===== src/rtl/phys_free_list_pkg.sv =====
// rtl/phys_free_list_pkg.sv - shared sizing, types and reset contents for the physical register free list
package phys_free_list_pkg;

  localparam int PHYS_W   = 6;
  localparam int NUM_PHYS = 64;
  localparam int NUM_ARCH = 32;
  localparam int FL_DEPTH = NUM_PHYS - NUM_ARCH;
  localparam int IDX_W    = 5;
  localparam string FL_TAG = "FreeList";

  typedef logic [PHYS_W-1:0] phys_t;
  // index bits plus one wrap bit so full and empty are distinguishable
  typedef logic [IDX_W:0]    ptr_t;

  // Registers 0..NUM_ARCH-1 start out as the architectural mappings; the rest start free.
  function automatic phys_t reset_entry(input int i);
    return phys_t'(NUM_ARCH + i);
  endfunction

endpackage


===== src/rtl/phys_free_list.sv =====
// rtl/phys_free_list.sv - circular free list of physical registers with speculative and committed heads
module phys_free_list
  import phys_free_list_pkg::*;
(
  input  logic              clk,
  input  logic              reset,
  input  logic              stall,
  input  logic              alloc_req,
  output logic [PHYS_W-1:0] alloc_reg,
  output logic              alloc_valid,
  input  logic [PHYS_W-1:0] free_reg,
  input  logic              free_valid,
  input  logic              commit_pop,
  input  logic              flush,
  output logic [PHYS_W-1:0] free_count,
  output logic              overflow_err
);

  phys_t arr [FL_DEPTH];
  ptr_t  head;
  ptr_t  commit_head;
  ptr_t  tail;
  ptr_t  count;
  ptr_t  commit_inc;
  logic  full;
  logic  free_nonzero;
  logic  do_alloc;
  logic  do_push;

  assign count        = tail - head;
  assign full         = (count == ptr_t'(FL_DEPTH));
  assign alloc_valid  = (count != '0);
  assign alloc_reg    = arr[head[IDX_W-1:0]];
  assign free_count   = count;
  assign commit_inc   = {{IDX_W{1'b0}}, commit_pop};
  // phys 0 is permanently bound to arch r0 and must never re-enter the pool
  assign free_nonzero = free_valid && (free_reg != '0);
  // a flush steals the cycle from allocation so the rewound head is not disturbed
  assign do_alloc     = alloc_req && alloc_valid && !stall && !flush;
  assign do_push      = free_nonzero && !full;

  // Pointer and sticky-error state; a flush rewinds the speculative head onto the committed one
  always_ff @(posedge clk or negedge reset) begin
    if (!reset) begin
      head         <= '0;
      commit_head  <= '0;
      tail         <= ptr_t'(FL_DEPTH);
      overflow_err <= 1'b0;
    end else begin
      commit_head <= commit_head + commit_inc;
      if (flush) begin
        head <= commit_head + commit_inc;
      end else if (do_alloc) begin
        head <= head + ptr_t'(1);
      end
      if (do_push) begin
        tail <= tail + ptr_t'(1);
      end
      if (free_nonzero && full) begin
        overflow_err <= 1'b1;
      end
    end
  end

  // Entry storage; written only at the tail, so a pushed register shows up at alloc_reg a cycle later
  always_ff @(posedge clk or negedge reset) begin
    if (!reset) begin
      for (int i = 0; i < FL_DEPTH; i++) begin
        arr[i] <= reset_entry(i);
      end
    end else if (do_push) begin
      arr[tail[IDX_W-1:0]] <= free_reg;
    end
  end

`ifdef FREELIST
  // Per-cycle pointer trace for debugging rename stalls
  always @(posedge clk) begin
    $display("%s head=%0d tail=%0d commit_head=%0d count=%0d", FL_TAG, head, tail, commit_head, count);
  end
`endif

endmodule


===== config.mk =====
export PLATFORM = sky130hd
export DESIGN_NAME = phys_free_list
export DESIGN_NICKNAME = d
export VERILOG_FILES = /design/src/rtl/phys_free_list_pkg.sv /design/src/rtl/phys_free_list.sv
export SDC_FILE = /design/constraint.sdc
export NUM_CORES = 1
export LEC_CHECK = 0
export CAP_MARGIN = 20
export CORE_MARGIN = 2
export CORE_UTILIZATION = 50
export CTS_BUF_LIST = sky130_fd_sc_hd__clkbuf_8
export DETAILED_ROUTE_END_ITERATION = 16
export PLACE_DENSITY_LB_ADDON = 0.3
export SLEW_MARGIN = 15
export SYNTH_ARGS = -nofsm -noshare
export SYNTH_HDL_FRONTEND = slang
export SYNTH_SLANG_ARGS = --single-unit

===== constraint.sdc =====
create_clock -name clk -period 5.4 [get_ports clk]
set_input_delay 1.08 -clock clk [delete_from_list [all_inputs] [get_ports clk]]
set_output_delay 1.08 -clock clk [all_outputs]
set_load 0.01 [all_outputs]

Word level (Yosys, flattened, before mapping) --
Cells that the tools add are included.
Storage, ports and cells: memory bits (writable) 0, logic and storage cells 67, latch bits 0, input bits 13, memories 0, bits in read-only memories 0, bits in registers 211
Operators by class: shift operators 0, multiplexer cells 8, $mul 0, equal/unequal tests 1, order comparisons 3, bitwise operators 2, reductions and logical operators 13, $add $sub $neg 4, div/mod/pow operators 0
Operator list (count):
- $bwmux 192 | 1
- $bmux 6 s5 | 1
- $demux 6 s5 | 1
- $mux 6 | 5
- $add 6x1->6 const B | 2
- $ge 6x6->1 const B | 2
- $not 5->6 | 2
- $reduce_bool 6->1 | 2
- $logic_and 1x1->1 | 7
- $add 6x1->6 | 1
- $eq 6x6->1 const B | 1
- $lt 6x1->1 const B | 1
- $sub 6x6->6 | 1
- $logic_not 1->1 | 3
- $reduce_bool 2->1 | 1

Logic depth before layout (Yosys ltp) --
Gate-level depths: netlist of the first run.
depth in word-level cells 7, mapped depth 11, gate-level depth less buffers 9

Least setup slack after synthesis of the first run --
No wires, ideal clock.
path type flip-flop to output port, start register head[4], end output alloc_valid, data arrival time 2.739 ns, path slack 1.581 ns, stages on the path, launching flop included 9, cells stage by stage dfrtp_1 inv_1 buf_1 ha_1 and2_1 o21a_1 a31o_2 or2_2 or3_1
Between the ends: word-level cells in the longest chain between the ends 2
Ends and longest elaborated chain:
- start: declaration | RTL line phys_free_list.sv:20 | ptr_t head;
- start signal: assignment | RTL line phys_free_list.sv:52 | head <= commit_head + commit_inc;
- start signal: assignment | RTL line phys_free_list.sv:54 | head <= head + ptr_t'(1);
- $sub 6x6->6 | RTL line phys_free_list.sv:30 | assign count = tail - head;
- net free_count[5] | RTL line phys_free_list.sv:15 | output logic [PHYS_W-1:0] free_count,
- $reduce_bool 6->1 | RTL line phys_free_list.sv:32 | assign alloc_valid = (count != '0);
- end: declaration | RTL line phys_free_list.sv:10 | output logic alloc_valid,
The timed path passes the listed nets, and every way through them passes these cells.

Final worst setup path of the first run --
start register head[0], end output alloc_reg[1]
Between the ends: word-level cells in the longest chain between the ends 4
Ends and longest elaborated chain:
- $not 5->6 (not written as such) | RTL line phys_free_list.sv:33 | assign alloc_reg = arr[head[IDX_W-1:0]];
- $bmux 6 s5 | RTL line phys_free_list.sv:33
- $mux 6 (not written as such) (2 in series) | RTL line phys_free_list.sv:33
- end: declaration | RTL line phys_free_list.sv:9 | output logic [PHYS_W-1:0] alloc_reg,
Every way passes these cells. The select of a mux whose other input is x is not followed.

==> results of run 1 <==
-- per-layer routing --
metal	GRT usage [%]	up-vias	part of all wire [%]
met1	30.7	3245	43
li1	-	2644	-
met2	34.8	168	48
met5	0	-	0
met4	8.13	0	2.9
met3	4.26	54	5.8
-- cells by family after synthesis --
family                     share of synthesized area [%]
xor gates and xnor gates                            1.10
and+or+nand+nor                                     6.16
adders and majority gates                           1.65
DFF                                                 52.5
AOI/OAI and AO/OA                                   2.06
muxes                                               34.4
buffers and inverters                               2.13
-- worst max-delay path by stage --
stage / from / to / slack [ns] / cells past startpoint
2_1_floorplan: head[4] / alloc_valid / 1.58 / 8
3_3_place_gp: head[0] / alloc_valid / 1.19 / 7
3_5_place_dp: head[0] / alloc_valid / 1.11 / 7
4_1_cts: head[0] / alloc_valid / 0.54 / 7
5_1_grt: head[0] / alloc_valid / 0.64 / 7
6_report: head[0] / alloc_reg[1] / 0.82 / 6
-- metrics by stage --
stage	setup slack [ns]	power [mW]
final	0.815	7.63
after global routing	0.635	8.07
after CTS	0.540	7.66
after detailed placement	1.11	6.17
after global placement	1.19	5.98
after floorplan	1.58	5.10
-- Yosys cell counts (2+ instances only) --
cell type / number
nor2_1: 9
and3_1: 3
a21o_1: 2
dfstp_2: 113
xnor2_1: 8
o31ai_1: 3
o21ai_0: 4
ha_1: 12
buf_1: 8
or4_1: 3
nand2b_1: 2
nor4_1: 2
buf_2: 2
nor3_2: 15
mux2_1: 42
nand2_1: 38
mux2_2: 152
a31oi_1: 4
or3_1: 3
clkbuf_1: 37
a21oi_1: 3
nand3_1: 8
inv_1: 10
mux4_2: 60
nor3b_1: 3
nor3_1: 3
dfrtp_1: 98
nand4_1: 17
xor2_1: 5
-- critical path, delay by kind of cell (launching register included) --
family                 cells  cell delay (ns)
muxes                      2             1.10
DFF                        1             0.87
and+or+nand+nor            2             0.18
buffers and inverters      2             0.77
-- sequential cells by signal, summed over array words and instances, names as in the netlist --
register	flops
head	6
arr	192
overflow_err	1
tail	6
commit_head	6
-- final cells by class --
| type | count | area (um^2) | area share (%) |
|---|---|---|---|
| tap | 270 | 338 | 2.91 |
| multi-input combinational | 418 | 4680 | 40.2 |
| timing repair buffer | 40 | 382 | 3.28 |
| clock inverter | 24 | 130 | 1.12 |
| clock buffer | 46 | 633 | 5.44 |
| inverter | 11 | 41.3 | 0.355 |
| sequential | 211 | 5430 | 46.7 |
-- power by group through the flow --
stage                     clock network [mW]  registers (mW)  logic (mW)
after floorplan                            0            2.84        2.26
after global placement                     0            3.09        2.89
after detailed placement                   0            3.16        3.01
after CTS                               1.50            3.14        3.02
after global routing                    1.58            3.20        3.29
final                                   1.47            3.09        3.08
==> flow_summary.yaml, run 1 <==
run_status:
  outcome: "finished clean"
sta:
  max_freq_mhz: 218
  post-route-min-period_ns: 4.58
  slew_violations: 0
  max_slew_margin_pct: 30.3
  tightest_slew_ns: 1.03
  rsz0062_at_grt: "false"
  clock-skew-final_ns: 0.0163
  finalSetupTns_ns: 0
  hold_violations: 0
  timing.final.crit_share_pct: 84.9
  hold_ws_ns: 0.469
  setup_viol: 0
power:
  p_leak_nw: 4.83
  power.density_nw_per_um2: 656
  comb_power_share_pct: 40.3
  p_seq_share_pct: 40.5
  p_int_mw: 5.12
  clkPwrFrac_pct: 19.2
  total_switching_power_mw: 2.52
  vdd_ir_drop_max_mv: 0.313
  p_sw_share_pct: 33.0
routing:
  drcViolationCount: 0
  dr.pass1.iters: 4
  wl_per_cell_um: 22.5
  wirelength_mm: 22.9
  drt_iter0_markers: 339
  vias: 6111
  viasPerCell: 5.99
  ant_nets: 0
clock_tree:
  cts_buffer_depth: 3
  clockRootBuffer: "clkbuf_8"
  cts_resized: 0
  clock_latency_ns: 0.54
  htreeDepth: 2
  clkTransAtPathRegs_ns: 0.05
  clock-sinks: 211
  postCtsSetupBuffers: 0
  hold_buffers: 0
  cts_made_buffers: 38
  cts_tree: "yes"
floorplanning:
  top_level_ports: 27
  start_util_pct: 51.0
  core_area_um2: 20200
  fp.dieH_um: 148
  die_x_um: 148
  die_area_um2: 21800
  fp-row-count: 52
synthesis:
  synth_warnings: 0
  yosys.cell_types.count: 47
  async_flop_share_pct: 100
  syn_nets: 713
  yosys.area.top_type_share_pct: 28.8
  ys_ff_latch: 211
  avgSynthCellArea_um2: 15.0
  synth_ff_type: "dfstp_2"
  synth_cells: 687
  synth_top_area_cell: "dfstp_2"
  yosysSeqAreaShare_pct: 52.5
  synth.area.top_cells: "dfstp_2, dfrtp_1, mux2_2"
  syn_area_um2: 10300
  synth-edff-count: 0
layout:
  instances_no_fill: 1020
  filler_cell_count: 1626
  final_common_cell: "mux2_2"
  fin_nets: 746
  fin_util_pct: 57.5
  final_cell_mix: "mux2_2, dfstp_2, dfrtp_1, mux4_2, clkbuf_8"
  diodes: 0
  layout-drive-gt1-share_pct: 55.1
  area_growth_pct: 12.7
  finalInstanceArea_um2: 11600
placed_design:
  dp_hpwl_mm: 14.9
  dpl.cell_count: 949
  gp_congestion: 0.781
  portBuffers: 26
  place_area_um2: 10800
global_route:
  grt_pass1_wl_mm: 37.4
  grt-ovfl-total: 0
  grt_pass1_vias: 6683
  grt_use_total_pct: 22.1
  grt_start_max_net_pins: 125
  antenna_found_initial: 0
critical_path:
  path_max_fanout: 33
  reg2reg_from: "head[0]"
  crit_chain: "buf_12 > mux4_2 > mux4_2 > nand2_1 > nand2_1 > clkdlybuf4s50_1"
  r2r-end: "arr[100]"
  critPathMaxStageDelay_ns: 0.87
  start_kind: "register"
  critPathArrivalTime_ns: 3.50
  cpMaxStageDelayCell: "dfrtp_4"
  crit_path_end_kind: "output port"
  ff2ff_path_depth: 8
  reg2reg_slack_ns: 1.45
  crit_required_ns: 4.32
  path_class: "register to output port"
min_path:
  min-delay-start: "commit_head[5]"
  min_path_cells: 1
  hold_path_end: "commit_head[5]"
  hold_path_class: "register to register"
job:
  max_cap_viol_count: 0
Power figures use the tool's default switching activity.
==> inputs of run 2 (changes only) <==
Clock period 5.4 ns to 3.7 ns, I/O delays scaled along.
==> flow_summary.yaml, run 2 (synthesis results as in run 1) <==
job:
  max_cap_viol_count: 0
clock_tree:
  clock-sinks: 211
  cts_buffer_depth: 3
  cts_made_buffers: 36
  clockRootBuffer: "clkbuf_8"
  cts_tree: "yes"
  htreeDepth: 2
  clock_latency_ns: 0.52
  hold_buffers: 0
  clkTransAtPathRegs_ns: 0.07
layout:
  fin_nets: 767
  largest_reg_flops: 192
  filler_cell_count: 1577
  final_common_cell: "mux2_2"
  top_register: "arr"
  diodes: 0
  area_growth_pct: 14.7
  fin_util_pct: 58.5
  finalInstanceArea_um2: 11800
  multi_input_area_um2: 4700
  seqCellArea_um2: 5430
  final_cell_mix: "mux2_2, dfstp_2, dfrtp_1, mux4_2, clkbuf_8"
  layout-drive-gt1-share_pct: 57.2
global_route:
  grt_pass1_wl_mm: 38.3
  grt_pass1_vias: 6730
  antenna_found_initial: 0
  grt-ovfl-total: 0
  top_usage_layer: "met2"
  grt_util_met3_pct: 3.95
  grt.met2_usage_pct: 36.5
  grt_start_max_net_pins: 99
  grt_use_total_pct: 22.6
  use_met1_pct: 32.1
routing:
  ant_nets: 0
  vias: 6180
  drcViolationCount: 0
  viasPerCell: 5.95
  wl_per_cell_um: 22.4
  wirelength_mm: 23.3
  dr.pass1.iters: 5
  drt_iter0_markers: 344
floorplanning:
  fp-row-count: 52
  top_level_ports: 27
  die_x_um: 148
  start_util_pct: 51.0
  die_area_um2: 21800
  core_area_um2: 20200
  fp.dieH_um: 148
sta:
  finalSetupTns_ns: 0
  fin_ws_ns: 0.133
  post-route-min-period_ns: 3.57
  clock-skew-final_ns: 0.0152
  hold_ws_ns: 0.291
  timing.final.crit_share_pct: 96.4
  rsz0062_at_grt: "false"
  max_slew_margin_pct: 41.7
  hold_violations: 0
  max_freq_mhz: 280
  tightest_slew_ns: 0.875
  setup_viol: 0
  slew_violations: 0
power:
  p_leak_nw: 4.95
  vdd_ir_drop_max_mv: 0.405
  power.density_nw_per_um2: 952
min_path:
  hold_path_class: "primary input to async pin"
placed_design:
  place_area_um2: 11000
  dp_hpwl_mm: 15.3
  portBuffers: 26
  gp_congestion: 0.791
  place_ws_ns: 0.332
critical_path:
  path_max_fanout: 9
  critPathArrivalTime_ns: 2.83
  crit_required_ns: 2.96
  reg2reg_slack_ns: 0.44
  start_kind: "register"
  crit_path_end_kind: "output port"
  path_class: "register to output port"
  ff2ff_path_depth: 9
run_status:
  outcome: "finished clean"
-- run 2: cell count changes in the layout (fill, tap and decap cells not counted), moves of 2 or more --
cell,before,now
dlygate4sd2_1,0,7
ha_1,12,10
inv_1,29,25
clkdlybuf4s50_1,25,18
clkinv_2,1,5
buf_4,13,31
buf_16,0,3
buf_12,1,3
clkbuf_8,47,43
-- run 2: final timing paths --
path                                      from              to
worst max register to register         head[0]          arr[6]
worst max-delay path                   head[3]     alloc_valid
worst min-delay path                     reset        arr[184]
max in group asynchronous                reset         arr[24]
worst min register to register  commit_head[5]  commit_head[5]
min in group clk                commit_head[5]  commit_head[5]
-- run 2: critical path, stage by stage (launching register included) --
cell and delay (ns):
dfrtp_2 0.46, inv_1 0.09, ha_1 0.24, and2_1 0.15, o21a_1 0.16, a31o_2 0.25, or2_2 0.33, or3_1 0.34
dlygate4sd2_1 0.28
-- run 2: where the power goes --
group          switching, mW  internal (mW)  total (mW)
logic                   2.24           2.64        4.89
registers              0.558           3.78        4.34
clock network          0.941           1.11        2.05
-- run 2: layer usage --
| layer | vias to the layer above | share of wire [%] |
|---|---|---|
| li1 | 2682 | - |
| met1 | 3298 | 46 |
| met2 | 166 | 48 |
| met3 | 34 | 4.4 |
| met4 | 0 | 1.7 |
| met5 | - | 0 |
-- run 2: layout make-up --
cell class              instances  share of cell area [%]
clock inverters                23                    1.07
inverters                      11                   0.349
repair buffers                 63                    5.33
clock buffers                  42                    4.88
multi-input cells             418                    39.7
well taps                     270                    2.85
flip-flops and latches        211                    45.8
-- run 2: per-stage QoR --
step                std cells  power (mW)
floorplan                 687        7.44
global placement          965        8.86
detailed placement        965        9.12
CTS                      1036        11.3
global route             1038        11.9
finish                   1038        11.3
-- run 2: what timing repair did --
item,in CTS,in global routing
gates resized for setup,17,1
buffers inserted,4,2
gates cloned,2,0
endpoints found under the setup margin,7,1
